$ cat src/rtl/decode_cycle.sv
// rtl/decode_cycle.sv - decode stage: instruction decode, 16x16 register file, load-use stall, decode/execute pipeline register
module decode_cycle (
    input  logic        clk,
    input  logic        rst,
    input  logic [15:0] pc,
    input  logic [15:0] instr,
    input  logic        flush,
    input  logic        wb_en,
    input  logic [3:0]  wb_rd,
    input  logic [15:0] wb_data,
    output logic [15:0] pcout,
    output logic [15:0] aout,
    output logic [15:0] bout,
    output logic [3:0]  rdout,
    output logic [15:0] immout,
    output logic        aluop,
    output logic        aluin1,
    output logic [1:0]  aluin2,
    output logic        memread,
    output logic        memwrite,
    output logic        regwrite,
    output logic        memtoreg,
    output logic        branch,
    output logic        jump,
    output logic        stall
);

    logic [15:0] regs [16];

    logic [3:0]  op, rd, rs1, rs2, b_idx;
    logic [15:0] imm4, imm8, a_val, b_val;

    assign op    = instr[15:12];
    assign rd    = instr[11:8];
    assign rs1   = instr[7:4];
    assign rs2   = instr[3:0];
    assign b_idx = (op == 4'h4 || op == 4'h5) ? rd : rs2;
    assign imm4  = {{12{instr[3]}}, instr[3:0]};
    assign imm8  = {{8{instr[7]}}, instr[7:0]};

    // Write-through: a same-cycle writeback to the read index wins over the stored value.
    always_comb begin
        a_val = regs[rs1];
        if (rs1 == 4'd0)
            a_val = 16'd0;
        else if (wb_en && wb_rd == rs1)
            a_val = wb_data;
        b_val = regs[b_idx];
        if (b_idx == 4'd0)
            b_val = 16'd0;
        else if (wb_en && wb_rd == b_idx)
            b_val = wb_data;
    end

    logic        d_valid, d_aluop, d_aluin1, d_memread, d_memwrite;
    logic        d_regwrite, d_memtoreg, d_branch, d_jump, use_rs1, use_b;
    logic [1:0]  d_aluin2;
    logic [3:0]  d_rd;
    logic [15:0] d_imm;

    always_comb begin
        d_valid    = 1'b0;
        d_aluop    = 1'b0;
        d_aluin1   = 1'b0;
        d_aluin2   = 2'd0;
        d_memread  = 1'b0;
        d_memwrite = 1'b0;
        d_regwrite = 1'b0;
        d_memtoreg = 1'b0;
        d_branch   = 1'b0;
        d_jump     = 1'b0;
        d_rd       = 4'd0;
        d_imm      = 16'd0;
        use_rs1    = 1'b0;
        use_b      = 1'b0;
        case (op)
            4'h0, 4'h1: begin
                d_valid    = 1'b1;
                d_aluin1   = 1'b1;
                d_aluop    = op[0];
                d_regwrite = 1'b1;
                d_rd       = rd;
                use_rs1    = 1'b1;
                use_b      = 1'b1;
            end
            4'h2, 4'h3: begin
                d_valid    = 1'b1;
                d_aluin1   = 1'b1;
                d_aluin2   = 2'd2;
                d_regwrite = 1'b1;
                d_memread  = op[0];
                d_memtoreg = op[0];
                d_rd       = rd;
                d_imm      = imm4;
                use_rs1    = 1'b1;
            end
            4'h4: begin
                d_valid    = 1'b1;
                d_aluin1   = 1'b1;
                d_aluin2   = 2'd2;
                d_memwrite = 1'b1;
                d_imm      = imm4;
                use_rs1    = 1'b1;
                use_b      = 1'b1;
            end
            4'h5: begin
                d_valid    = 1'b1;
                d_aluin1   = 1'b1;
                d_aluop    = 1'b1;
                d_branch   = 1'b1;
                d_imm      = imm4;
                use_rs1    = 1'b1;
                use_b      = 1'b1;
            end
            4'h6: begin
                d_valid    = 1'b1;
                d_aluin2   = 2'd1;
                d_regwrite = 1'b1;
                d_jump     = 1'b1;
                d_rd       = rd;
                d_imm      = imm8;
            end
            default: ;
        endcase
    end

    // Load-use: the load now in execute targets a source this instruction actually reads.
    assign stall = memread && (rdout != 4'd0) && !flush && !rst &&
                   ((use_rs1 && rdout == rs1) || (use_b && rdout == b_idx));

    always_ff @(posedge clk) begin
        if (rst) begin
            for (int i = 0; i < 16; i++)
                regs[i] <= 16'd0;
        end else if (wb_en && wb_rd != 4'd0) begin
            regs[wb_rd] <= wb_data;
        end
    end

    always_ff @(posedge clk) begin
        if (rst || flush || stall || !d_valid) begin
            pcout    <= 16'd0;
            aout     <= 16'd0;
            bout     <= 16'd0;
            rdout    <= 4'd0;
            immout   <= 16'd0;
            aluop    <= 1'b0;
            aluin1   <= 1'b0;
            aluin2   <= 2'd0;
            memread  <= 1'b0;
            memwrite <= 1'b0;
            regwrite <= 1'b0;
            memtoreg <= 1'b0;
            branch   <= 1'b0;
            jump     <= 1'b0;
        end else begin
            pcout    <= pc;
            aout     <= a_val;
            bout     <= b_val;
            rdout    <= d_rd;
            immout   <= d_imm;
            aluop    <= d_aluop;
            aluin1   <= d_aluin1;
            aluin2   <= d_aluin2;
            memread  <= d_memread;
            memwrite <= d_memwrite;
            regwrite <= d_regwrite;
            memtoreg <= d_memtoreg;
            branch   <= d_branch;
            jump     <= d_jump;
        end
    end

endmodule

$ cat config.mk
export PLATFORM = sky130hd
export DESIGN_NAME = decode_cycle
export DESIGN_NICKNAME = d
export VERILOG_FILES = /design/src/rtl/decode_cycle.sv
export SDC_FILE = /design/constraint.sdc
export NUM_CORES = 1
export LEC_CHECK = 0
export ABC_CLOCK_PERIOD_IN_PS = 6700
export CORE_ASPECT_RATIO = 1.4
export CORE_MARGIN = 2
export CORE_UTILIZATION = 60
export DETAILED_ROUTE_END_ITERATION = 16
export PLACE_DENSITY = 0.9
export SYNTH_ARGS = -nofsm -noshare
export SYNTH_HDL_FRONTEND = slang
export SYNTH_SLANG_ARGS = --single-unit
export TNS_END_PERCENT = 1
$ cat constraint.sdc
create_clock -name clk -period 6.7 [get_ports clk]
set_input_delay 1.34 -clock clk [delete_from_list [all_inputs] [get_ports clk]]
set_output_delay 1.34 -clock clk [all_outputs]
set_load 0.05 [all_outputs]
==> results.cfg <==
[clock_tree]
cts_hold_buf = 0
post_cts_resized = 0
clk_latency_ns = 0.59
clkTransAtPathRegs_ns = 0.06
post-cts-setup-buffers = 0
htreeDepth = 1
cts_inserted_buffers = 31
cts.sinks = 324
cts_tree = yes
cts-root-buf = clkbuf_16
cts_max_path_buffers = 3

[detailed_routing]
dr.pass1.iters = 6
wl_met2_mm = 25.5
routedWlPerCell_um = 27.0
wl_met3_mm = 6.71
route.antenna.remaining_nets = 0
vias_per_cell = 6.90
routed_wl_mm = 52.9
vias = 13500
maxUsedRoutingLayer = met5
drc = 0
wl_met1_mm = 16.9
drt_iter0_markers = 2198

[placed_design]
hpwlAfterDp_mm = 32.8
gp_congestion = 0.928
numPortBuffers = 134

[synth]
muxShareOfSynthArea_pct = 17.8
synth-edff-count = 256
synth-simple-area-share_pct = 19.6
synth_top_area_cell = edfxtp_1
synth.top_cells.by_area = edfxtp_1 (44%), mux4_2 (11%), and2_1 (8.8%)
syn_area_um2 = 17500
syn_area_per_cell_um2 = 11.8
synth_cells = 1482
yosysSeqAreaShare_pct = 51.6
synthArstFlopShare_pct = 0
ys.warnings.count = 0
ys_seq_elements = 324
synthAdderAreaFrac_pct = 0
synth_flop_cell = edfxtp_1
synth_top_area_share_pct = 43.8
synthXorXnorAreaFrac_pct = 0.842
synth_compound_area_share_pct = 6.42
synth_top_family_by_area = simple AND/OR/NAND/NOR gates
ys_types = 62
synth_most_common_cell = edfxtp_1
synth_common_cells = edfxtp_1 (256), and2_1 (248), nand2_1 (130)

[timing]
hold_viol = 0
fin_hold_ws_ns = 0.722
grt_setup_unrepaired = no
setup-tns-final_ns = 0
finClkSkew_ns = 0.0235
setup_viol = 0
worst_slew_pin_slew_ns = 1.15
fin_crit_sh_pct = 80.0
min_period_ns = 5.36
finalMaxSlewViolations = 0
max_freq_ghz = 0.187
relSlewSlack_pct = 23.0

[die]
num_io_pins = 135
coreArea_um2 = 29000
rows = 74
dieArea_um2 = 30600
die_y_um = 206
start_util_pct = 60.5
die_w_um = 148

[worst_setup_path]
critPathArrivalTime_ns = 4.02
crit_required_ns = 5.36
startpoint_type = input port
crit_type = in -> out
cp_max_fo = 15
worstSetupEndpointType = primary output

[global_route]
grt_max_degree = 68
grt_usage_pct = 34.6
grt_pass1_wl_mm = 79.3
grt_overflow_total = 0
grt_pass1_vias = 13400
grt_antenna_before_repair = 1

[power_and_ir_drop]
peakVddDrop_uv = 187
p_total_uw = 4840
power.leakage_uw = 0.00723
p_per_area_nw_per_um2 = 241

[cells_and_area]
synthToLayoutAreaGrowth_pct = 14.5
nets = 1609
drive_gt1_share_pct = 13.3
final_util_pct = 69.3

[run_status]
status = completed

[flow_run]
drv_cap = 0

[hold_path]
hold_path_class = reg -> reg
-- layout make-up --
| cell class | count | area, µm² |
|---|---|---|
| well taps | 380 | 475 |
| multi-input cells | 1028 | 7940 |
| inverters | 2 | 7.51 |
| diodes | 2 | 5.00 |
| flip-flops and latches | 324 | 9050 |
| clock inverters | 10 | 121 |
| clock buffers | 47 | 908 |
| fillers | 1921 | 8900 |
| repair buffers | 166 | 1570 |
-- through the flow --
stage | std cells | worst slack, ns | instance area (µm²)
global placement | 1900 | 1.46 | 19000
finish | 1959 | 1.34 | 20100
CTS | 1957 | 1.38 | 20100
global route | 1957 | 1.23 | 20100
floorplan | 1497 | 1.67 | 17600
detailed placement | 1900 | 1.39 | 19000
-- path summary, 6_finish.rpt --
| path | slack [ns] | endpoint | from | cells after the start |
|---|---|---|---|---|
| worst min register to register | 0.72 | bout[15]$_SDFF_PP0_ | regs[8][15]$_SDFFCE_PN0P_ | 4 |
| worst min-delay path | 0.72 | bout[15]$_SDFF_PP0_ | regs[8][15]$_SDFFCE_PN0P_ | 4 |
| worst max-delay path | 1.34 | stall | instr[14] | 8 |
| worst max register to register | 3.58 | bout[11]$_SDFF_PP0_ | rdout[0]$_SDFF_PP0_ | 6 |
-- registers in the layout, summed over array words and instances, names as in the netlist --
| name | flops |
|---|---|
| regs | 256 |
| aout | 16 |
| bout | 16 |
| pcout | 16 |
| immout | 8 |
| rdout | 4 |
| aluin2 | 2 |
| aluin1 | 1 |
| aluop | 1 |
| branch | 1 |
| memtoreg | 1 |
| memwrite | 1 |
| regwrite | 1 |
-- placed cells by master, fill, tap and decap left out, types with 31 or more instances in the layout --
cell type	netlist	routed
nand3_1	50	50
nor3_1	47	47
a211oi_1	36	36
edfxtp_1	256	256
mux4_2	83	83
mux2i_1	121	120
nor2b_1	33	33
clkbuf_16	0	33
dfxtp_1	68	68
nor2_1	61	60
nand2_1	130	130
and2_1	248	248
buf_4	16	33
o21ai_0	31	31
clkdlybuf4s50_1	0	129
-- where the power goes --
| group | switching (µW) | internal [µW] |
|---|---|---|
| sequential | 71.5 | 2280 |
| combinational | 421 | 267 |
| clock | 754 | 1050 |
| total | 1250 | 3590 |
-- layer usage --
| metal | global-route usage, % | vias to the layer above |
|---|---|---|
| li1 | - | 5559 |
| met1 | 41.1 | 6428 |
| met2 | 57.0 | 1200 |
| met3 | 8.48 | 319 |
| met4 | 21.3 | 2 |
| met5 | 0 | - |
-- critical path, stage by stage --
cell,delay [ns]
clkdlybuf4s50_1,0.81
nor3b_4,0.44
mux2i_2,0.28
a2bb2oi_1,0.29
and4_1,0.31
nor2_1,0.06
nor3_1,0.30
buf_12,0.18
-- logic make-up (layout without fill, tap and decap cells) --
logic type / count (synthesis) / count (layout)
and+or+nand+nor: 637 / 637
buffers and inverters: 145 / 225
xor gates and xnor gates: 16 / 16
AOI/OAI and AO/OA: 151 / 151
muxes: 208 / 208
other: 1 / 18
DFF: 324 / 324
Power figures use the tool's default switching activity.
==> patch, RTL diff (same flow settings) <==
Reset style: asynchronous (`rst`), changed in one clocked block.
--- a/src/rtl/decode_cycle.sv
+++ b/src/rtl/decode_cycle.sv
@@ -128,7 +128,7 @@
     assign stall = memread && (rdout != 4'd0) && !flush && !rst &&
                    ((use_rs1 && rdout == rs1) || (use_b && rdout == b_idx));
 
-    always_ff @(posedge clk) begin
+    always_ff @(posedge clk or posedge rst) begin
         if (rst) begin
             for (int i = 0; i < 16; i++)
                 regs[i] <= 16'd0;
Behaviour: no difference found for any inputs over 4 cycles, from zero or initial values and one cycle with rst high; that may be too few to reach the edited logic, so the function may still have changed.
==> patch against the unedited design <==
- sequential cell count up 1
- synthesized cell count down 12%
- area after synthesis about the same
- final cell count down 10%
- critical path depth up 1
- design area down 0.39%
- core utilization down 0.27 points
- clock power down 3%
- wire length down 7.6%
- setup slack better by 78 ps
- total power up 18%
==> patch: results (changes against the unedited design) <==
Compound-Gate Fraction of Synth Area = 5.51% (was 6.42%)
Fillers = 1833 (was 1921)
r2r setup slk = 3880 ps (was 3580 ps)
Int Power = 4080 µW (was 3590 µW)
Leakage = 0.00828 µW (was 0.00723 µW)
Cells after Synth = 1299 (was 1482)
GR Layer Usage met3 = 8.08% (was 8.48%)
pre-CTS setup slack = 1450 ps (was 1390 ps)
area of the multi-input gates = 9170 µm² (was 7940 µm²)
EDFF count, synth = 0 (was 256)
Placed Cells incl. Taps = 1704 (was 1900)
FF-to-FF Start = rdout[1]$_SDFF_PP0_ (was rdout[0]$_SDFF_PP0_)
Worst R2R End = bout[0]$_SDFF_PP0_ (was bout[11]$_SDFF_PP0_)
worst clock skew = 16.7 ps (was 23.5 ps)
non-clock buffer count = 164 (was 166)
tap cells = 380 (unchanged)
crit path launch = instr[13] (was instr[14])
met1 GRT Util = 38.7% (was 41.1%)
DRT Pass-1 Iters = 5 (was 6)
XOR/XNOR share of the synthesized area = 0.649% (was 0.842%)
ys flop type = dfrtp_1 (was edfxtp_1)
Distinct cells, synth = 56 (was 62)
GPL Wtd Cong = 0.871 (was 0.928)
DR iter-0 viols = 1373 (was 2198)
antenna fix cells = 0 (was 2)
Non-CTS inverters = 7 (was 2)
routed wl met2 = 23.2 mm (was 25.5 mm)
Layout clock area frac = 4.94% (was 5.13%)
register area = 7790 µm² (was 9050 µm²)
seq pwr = 2630 µW (was 2350 µW)
Peak VDD IR = 0.000175 V (was 0.000187 V)
M1 WL = 16.9 mm (about the same)
Worst EP arrival = 3940 ps (was 4020 ps)
CLK BUF = 40 (was 47)
most frequent cells after synthesis = mux2_2, dfrtp_1, mux4_2, clkbuf_1, dfxtp_1 (was edfxtp_1, and2_1, nand2_1, mux2i_1, clkbuf_1)
outcome = finished clean (unchanged)
Post-DP HPWL = 29.0 mm (was 32.8 mm)
Total Routing Usage GR = 32.1% (was 34.6%)
sequential power share = 46.1% (was 48.6%)
max incr delay on CP = 630 ps (was 810 ps)
Clock Pin Slew Worst Setup and Hold Paths = 70 ps
CP Max Fanout = 42 (was 15)
Seq/total area = 38.9% (was 45.1%)
largest net degree at the start of global routing = 185 (was 68)
multi-input combinational cell count = 828 (was 1028)
vias in the first global route = 12981 (was 13404)
min cycle time layout = 5280 ps (was 5360 ps)
final-layout non-clock buffer area share = 7.79% (was 7.84%)
Vias/cell = 7.13 (was 6.90)
cts bufs inserted = 29 (was 31)
share of layout cells above drive strength 1 = 38.8% (was 13.3%)
Routed WL = 48.9 mm (was 52.9 mm)
crit-path leading delay family = buffers and inverters (was simple AND/OR/NAND/NOR gates)
Routed met3 length = 5.39 mm (was 6.71 mm)
Net count, final = 1411 (was 1609)
Vias = 12533 (was 13508)
## patch: cell types whose count changed in the layout (fill, tap and decap cells not counted), moves of 36 or more
cell      change
mux4_2       +58
a211oi_1     -36
mux2i_1      -58
and2_1      -225
dfrtp_1     +256
nand3_1      -41
mux2_2      +279
edfxtp_1    -256
nand2_1      -98
## patch: how the worst min path moves through the flow
stage	start	cells after the start	slack, ps	endpoint
2_1_floorplan	regs[240]$_DFFE_PP0P_	1	450	regs[240]$_DFFE_PP0P_
4_1_cts	regs[244]$_DFFE_PP0P_	0	410	regs[244]$_DFFE_PP0P_
5_1_grt	regs[240]$_DFFE_PP0P_	0	420	regs[240]$_DFFE_PP0P_
3_5_place_dp	regs[242]$_DFFE_PP0P_	0	390	regs[242]$_DFFE_PP0P_
6_report	regs[240]$_DFFE_PP0P_	0	410	regs[240]$_DFFE_PP0P_
3_3_place_gp	regs[251]$_DFFE_PP0P_	0	380	regs[251]$_DFFE_PP0P_
